### src/rtl/mm_pkg.sv
// rtl/mm_pkg.sv - shared defaults, data type codes and feeder FSM states for the matrix multiplier
package mm_pkg;

  localparam int N_DEF  = 4;
  localparam int DW_DEF = 32;

  // operand data type codes; this feeder carries the int32 path
  localparam logic [2:0] DT_FP32  = 3'b000;
  localparam logic [2:0] DT_FP16  = 3'b001;
  localparam logic [2:0] DT_BF16  = 3'b010;
  localparam logic [2:0] DT_INT8  = 3'b011;
  localparam logic [2:0] DT_INT16 = 3'b100;
  localparam logic [2:0] DT_INT32 = 3'b101;

  typedef enum logic [2:0] {
    ST_IDLE  = 3'd0,
    ST_CLR   = 3'd1,
    ST_ISSUE = 3'd2,
    ST_WAIT  = 3'd3,
    ST_FIN   = 3'd4
  } state_t;

  // element index a lane reads on a given wavefront step (may fall outside 0..N-1)
  function automatic int diag_index(input int step, input int lane);
    return step - lane;
  endfunction

endpackage

### src/rtl/feeder_bank.sv
// rtl/feeder_bank.sv - NxN operand register bank with one write port and N skewed diagonal read lanes
module feeder_bank
  import mm_pkg::*;
#(
  parameter int  N        = N_DEF,
  parameter int  DW       = DW_DEF,
  parameter bit  ROW_DIAG = 1'b1,
  localparam int IW       = (N > 1) ? $clog2(N) : 1,
  localparam int SW       = $clog2(2 * N)
) (
  input  logic            clk,
  input  logic            rst,
  input  logic            i_wr_en,
  input  logic [IW-1:0]   i_wr_row,
  input  logic [IW-1:0]   i_wr_col,
  input  logic [DW-1:0]   i_wr_data,
  input  logic [SW-1:0]   i_step,
  output logic [N*DW-1:0] o_lanes
);

  localparam logic [IW:0] LP_N = (IW + 1)'(N);

  logic [DW-1:0] r_mem [N][N];
  logic          w_in_range;

  // indices beyond N-1 (only reachable when N is not a power of two) drop the write
  assign w_in_range = ({1'b0, i_wr_row} < LP_N) && ({1'b0, i_wr_col} < LP_N);

  // element storage: cleared on reset, single write port
  always_ff @(posedge clk) begin
    if (rst) begin
      for (int r = 0; r < N; r++) begin
        for (int c = 0; c < N; c++) begin
          r_mem[r][c] <= '0;
        end
      end
    end else if (i_wr_en && w_in_range) begin
      r_mem[i_wr_row][i_wr_col] <= i_wr_data;
    end
  end

  // lane l reads element (l, step-l) for row banks or (step-l, l) for column banks, else 0
  always_comb begin
    o_lanes = '0;
    for (int l = 0; l < N; l++) begin
      int k;
      k = diag_index(int'(i_step), l);
      if (k >= 0 && k < N) begin
        if (ROW_DIAG) o_lanes[l*DW +: DW] = r_mem[l][k[IW-1:0]];
        else          o_lanes[l*DW +: DW] = r_mem[k[IW-1:0]][l];
      end
    end
  end

endmodule

### src/rtl/pe_array_feeder.sv
// rtl/pe_array_feeder.sv - skewed wavefront operand feeder for the NxN systolic PE array
module pe_array_feeder
  import mm_pkg::*;
#(
  parameter int  N  = N_DEF,
  parameter int  DW = DW_DEF,
  localparam int IW = (N > 1) ? $clog2(N) : 1,
  localparam int SW = $clog2(2 * N)
) (
  input  logic            clk,
  input  logic            rst,
  input  logic            i_wr_en,
  input  logic            i_wr_sel,
  input  logic [IW-1:0]   i_wr_row,
  input  logic [IW-1:0]   i_wr_col,
  input  logic [DW-1:0]   i_wr_data,
  input  logic            i_start,
  input  logic            i_step_done,
  output logic [N*DW-1:0] o_row_data,
  output logic [N*DW-1:0] o_col_data,
  output logic            o_edge_load,
  output logic            o_array_clr,
  output logic            o_busy,
  output logic            o_done
);

  localparam logic [SW-1:0] LP_LAST_STEP = SW'(2 * N - 2);

  state_t          r_state;
  logic [SW-1:0]   r_step;
  logic [N*DW-1:0] r_row_data;
  logic [N*DW-1:0] r_col_data;
  logic            r_edge_load;
  logic            r_array_clr;
  logic            r_busy;
  logic            r_done;

  logic            w_idle;
  logic            w_wr_a;
  logic            w_wr_b;
  logic            w_last;
  logic [SW-1:0]   w_rd_step;
  logic [N*DW-1:0] w_row_lanes;
  logic [N*DW-1:0] w_col_lanes;

  // banks only accept writes while idle, so a running job sees a stable matrix
  assign w_idle = (r_state == ST_IDLE);
  assign w_wr_a = i_wr_en && !i_wr_sel && w_idle;
  assign w_wr_b = i_wr_en &&  i_wr_sel && w_idle;
  assign w_last = (r_step == LP_LAST_STEP);

  // banks are read with the step the upcoming ISSUE cycle will present
  assign w_rd_step = (r_state == ST_WAIT) ? r_step + SW'(1) : r_step;

  feeder_bank #(.N(N), .DW(DW), .ROW_DIAG(1'b1)) u_bank_a (
    .clk       (clk),
    .rst       (rst),
    .i_wr_en   (w_wr_a),
    .i_wr_row  (i_wr_row),
    .i_wr_col  (i_wr_col),
    .i_wr_data (i_wr_data),
    .i_step    (w_rd_step),
    .o_lanes   (w_row_lanes)
  );

  feeder_bank #(.N(N), .DW(DW), .ROW_DIAG(1'b0)) u_bank_b (
    .clk       (clk),
    .rst       (rst),
    .i_wr_en   (w_wr_b),
    .i_wr_row  (i_wr_row),
    .i_wr_col  (i_wr_col),
    .i_wr_data (i_wr_data),
    .i_step    (w_rd_step),
    .o_lanes   (w_col_lanes)
  );

  // job sequencer: clear, then one ISSUE/WAIT pair per wavefront, then a done pulse
  always_ff @(posedge clk) begin
    if (rst) begin
      r_state     <= ST_IDLE;
      r_step      <= '0;
      r_row_data  <= '0;
      r_col_data  <= '0;
      r_edge_load <= 1'b0;
      r_array_clr <= 1'b0;
      r_busy      <= 1'b0;
      r_done      <= 1'b0;
    end else begin
      r_edge_load <= 1'b0;
      r_array_clr <= 1'b0;
      r_done      <= 1'b0;
      case (r_state)
        ST_IDLE: begin
          if (i_start) begin
            r_state     <= ST_CLR;
            r_step      <= '0;
            r_busy      <= 1'b1;
            r_array_clr <= 1'b1;
          end
        end
        ST_CLR: begin
          r_state     <= ST_ISSUE;
          r_edge_load <= 1'b1;
          r_row_data  <= w_row_lanes;
          r_col_data  <= w_col_lanes;
        end
        ST_ISSUE: begin
          r_state <= ST_WAIT;
        end
        ST_WAIT: begin
          if (i_step_done) begin
            if (w_last) begin
              r_state    <= ST_FIN;
              r_done     <= 1'b1;
              r_row_data <= '0;
              r_col_data <= '0;
            end else begin
              r_state     <= ST_ISSUE;
              r_step      <= r_step + SW'(1);
              r_edge_load <= 1'b1;
              r_row_data  <= w_row_lanes;
              r_col_data  <= w_col_lanes;
            end
          end
        end
        ST_FIN: begin
          r_state <= ST_IDLE;
          r_busy  <= 1'b0;
        end
        default: begin
          r_state <= ST_IDLE;
        end
      endcase
    end
  end

  assign o_row_data  = r_row_data;
  assign o_col_data  = r_col_data;
  assign o_edge_load = r_edge_load;
  assign o_array_clr = r_array_clr;
  assign o_busy      = r_busy;
  assign o_done      = r_done;

endmodule

### config.mk
export PLATFORM = sky130hd
export DESIGN_NAME = pe_array_feeder
export DESIGN_NICKNAME = d
export VERILOG_FILES = /design/src/rtl/mm_pkg.sv /design/src/rtl/feeder_bank.sv /design/src/rtl/pe_array_feeder.sv
export SDC_FILE = /design/constraint.sdc
export NUM_CORES = 2
export LEC_CHECK = 0
export CAP_MARGIN = 20
export CELL_PAD_IN_SITES_DETAIL_PLACEMENT = 1
export CELL_PAD_IN_SITES_GLOBAL_PLACEMENT = 2
export CORE_MARGIN = 2
export CORE_UTILIZATION = 42
export CTS_CLUSTER_DIAMETER = 100
export DETAILED_ROUTE_END_ITERATION = 8
export PLACE_DENSITY = 0.77
export SLEW_MARGIN = 20
export SYNTH_ARGS = -nofsm -noshare
export SYNTH_HDL_FRONTEND = slang
export SYNTH_SLANG_ARGS = --single-unit
### constraint.sdc
create_clock -name clk -period 9.2 [get_ports clk]
set_input_delay 2.3 -clock clk [delete_from_list [all_inputs] [get_ports clk]]
set_output_delay 2.3 -clock clk [all_outputs]
set_load 0.02 [all_outputs]
==> flow_summary.json <==
{
  "synth_nets": 3812,
  "drv_cap": 0,
  "fin_crit_ps": 5210,
  "rows": 130,
  "intPower_w": 0.00974,
  "ir_worst_vdd_mv": 0.182,
  "cts_made_buffers": 140,
  "hold_viol_final": 0,
  "cp.arrival_ps": 5580,
  "final_antenna_net_count": 0,
  "yosys_register_bits": 1290,
  "leakagePower_nw": 22.7,
  "drc_errors": 0,
  "drive_gt1_share_pct": 12.5,
  "cpMaxStageDelayCell": "or2_2",
  "path_max_fanout": 42,
  "cts_max_level": 4,
  "worst_setup_path_end_kind": "flip-flop",
  "wl_per_cell_um": 28.0,
  "clock_path_buffers": 3,
  "ys_warn_count": 0,
  "cp.required_ps": 9560,
  "setup_viol": 0,
  "slowest_delay_ps": 780,
  "core-area_um2": 126000,
  "final_cell_area_um2": 61800,
  "rsz0062_at_grt": "false",
  "dpl_cell_area_um2": 57300,
  "synthCells": 3760,
  "die_area_um2": 129000,
  "drtIter0Drc": 3024,
  "post_cts_resized": 0,
  "fmax_mhz": 192,
  "holdPathStages": 1,
  "critPathBufInv": 2,
  "clock_power_share_pct": 43.2,
  "layout_worst_path_cycle_share_pct": 56.7,
  "syn-cell-area_um2": 53100,
  "dr_total_vias": 31500,
  "async_flop_share_pct": 0,
  "initial_core_util_pct": 42.3,
  "ys_seq_area_share_pct": 67.9,
  "ys.flop_type": "edfxtp_1",
  "place_worst_setup_slack_ps": 2050,
  "p_seq_share_pct": 51.8,
  "synth_edf_count": 1024,
  "cp-start-kind": "input pin",
  "area_growth_syn_to_layout_pct": 16.4,
  "switching_power_w": 0.00286,
  "setup_slack_ps": 3990,
  "synth_cell_types": 43,
  "totalWireLength_um": 159000,
  "post_drt_via_cell_ratio": 5.53,
  "slew_headroom_pct": 25.0,
  "dieHeight_um": 360,
  "cts_root_buf": "clkbuf_16",
  "overflow": 0,
  "worst-setup-path-type": "in2reg",
  "power_frac_comb_pct": 5.0,
  "fin_tns_setup_ps": 0,
  "holdCritPathClass": "reg2reg",
  "tightest_slew_ps": 1120,
  "grt_max_degree": 152,
  "clkTransAtPathRegs_ps": 60,
  "grt.total_usage_pct": 24.5,
  "rr_worst_depth": 11,
  "crit_family": "simple AND/OR/NAND/NOR gates",
  "antenna_found_initial": 21,
  "p_sw_share_pct": 22.7,
  "place.port_buffers": 301,
  "dr.pass1.iters": 5,
  "path_depth": 7,
  "cts.sinks": 1290,
  "skew_ps": 28.1,
  "grt_pass1_vias": 32600,
  "clock_latency_ps": 750,
  "total_power_w": 0.0126,
  "nNetsFinal": 3970,
  "dpl.hpwl_um": 91900,
  "grt_pass1_wl_um": 232000,
  "io_pins": 302,
  "slew_violations": 0,
  "postCtsSetupBuffers": 0,
  "cellPowerDensity_nw_per_um2": 204,
  "status": "completed",
  "syn_area_per_cell_um2": 14.1,
  "die_w_um": 360,
  "cts_hold_buf": 0,
  "path_cells": "clkdlybuf4s50_1 > buf_4 > nor2_1 > nand4_1 > or3_1 > nor2_4 > or2_2",
  "cts_tree": "yes",
  "gp_congestion": 0.780
}
==> registers in the layout, summed over array words and instances (netlist names) <==
name            cells
u_bank_a.r_mem    512
u_bank_b.r_mem    512
o_col_data        128
o_row_data        128
r_state             3
r_step              3
o_array_clr         1
o_busy              1
o_done              1
o_edge_load         1
==> power by group through the flow <==
| stage | sequential (W) | clock (W) | combinational (W) |
|---|---|---|---|
| 3_5_place_dp | 0.00665 | 0 | 0.000637 |
| 2_1_floorplan | 0.00663 | 0 | 0.000337 |
| 4_1_cts | 0.00653 | 0.00553 | 0.000638 |
| 6_report | 0.00653 | 0.00545 | 0.000632 |
| 5_1_grt | 0.00654 | 0.00575 | 0.000671 |
| 3_3_place_gp | 0.00664 | 0 | 0.000630 |
==> through the flow <==
step | util, % | hold WS (ps) | instances
6_report | 49.2 | 464 | 5691
3_3_place_gp | 45.6 | 448 | 5421
3_5_place_dp | 45.6 | 453 | 5421
5_1_grt | 49.2 | 488 | 5684
4_1_cts | 49.1 | 468 | 5679
2_1_floorplan | - | 508 | 3760
==> path summary, 6_finish.rpt <==
| check | start | to | slack [ps] |
|---|---|---|---|
| worst max-delay path | rst | u_bank_b.r_mem[3][103] | 3990 |
| worst min-delay path | o_col_data[16] | o_col_data[16] | 460 |
| worst min register to register | o_col_data[16] | o_col_data[16] | 460 |
| worst max register to register | r_step[0] | o_col_data[74] | 4560 |
==> per-layer routing <==
layer	vias to the layer above	part of all wire, %	track usage, %
met1	16600	45	35.0
met5	-	0	0
met4	0	2.2	6.57
met2	924	47	38.7
met3	178	6.4	4.14
li1	13800	-	-
==> layout by cell type (no fill, tap or decap), types with 3 or more instances in the layout <==
cell	netlist	routed
and2_1	1026	1026
edfxtp_1	1024	1024
nand2_1	326	324
clkdlybuf4s50_1	0	272
dfxtp_1	266	266
clkbuf_16	0	142
a21oi_1	131	131
mux4_2	129	129
mux2i_1	129	129
a22o_1	128	128
a211o_1	65	65
o221ai_1	64	64
buf_4	11	48
clkbuf_1	280	32
or2_2	34	29
buf_2	38	29
clkinv_2	0	28
nor3_2	0	24
clkinv_1	0	21
clkbuf_8	0	18
nor2_1	14	10
ha_1	10	8
inv_6	0	8
diode_2	0	7
nand2b_1	6	6
inv_1	6	5
or2_4	0	5
buf_12	0	5
nor2_2	1	4
nor4_2	0	4
bufinv_16	0	4
o21ai_0	3	3
nor3_1	27	3
==> Yosys cell counts (2+ instances only) <==
cell type	count	area (um2)
a211o_1	65	569
a21oi_1	131	656
a22o_1	128	1120
a31oi_1	2	12.5
and2_1	1026	6420
buf_1	6	22.5
buf_2	38	190
buf_4	11	82.6
buf_6	6	67.6
clkbuf_1	280	1050
dfxtp_1	266	5330
edfxtp_1	1024	30700
ha_1	10	125
inv_1	6	22.5
mux2i_1	129	1290
mux4_2	129	2910
nand2_1	326	1220
nand2b_1	6	37.5
nand3_1	3	15.0
nand4_1	2	12.5
nand4b_1	2	17.5
nor2_1	14	52.6
nor3_1	27	135
nor4_1	5	31.3
o21ai_0	3	15.0
o221ai_1	64	561
or2_2	34	213
xnor2_1	2	17.5
==> cell families (layout without fill, tap and decap cells) <==
kind of cell	Yosys count	count (layout)	share of synthesized area [%]
and+or+nand+nor	1451	1451	15.5
DFF	1290	1290	67.9
AOI/OAI and AO/OA	398	398	5.62
buffers and inverters	348	622	2.71
muxes	259	259	7.92
adders and majority gates	10	10	0.236
xor gates and xnor gates	4	4	0.115
other	0	7	0
==> area by class of cell <==
class                           instances  area, um2
Antenna cell                            7       17.5
Fill cell                           12200      63700
Timing Repair Buffer                  357       3390
Inverter                                7       28.8
Sequential cell                      1290      36100
Clock inverter                         66        458
Multi-Input combinational cell       2122      15900
Clock buffer                          192       3920
Tap cell                             1650       2060
No activity file was read; power rests on OpenSTA's default activity.
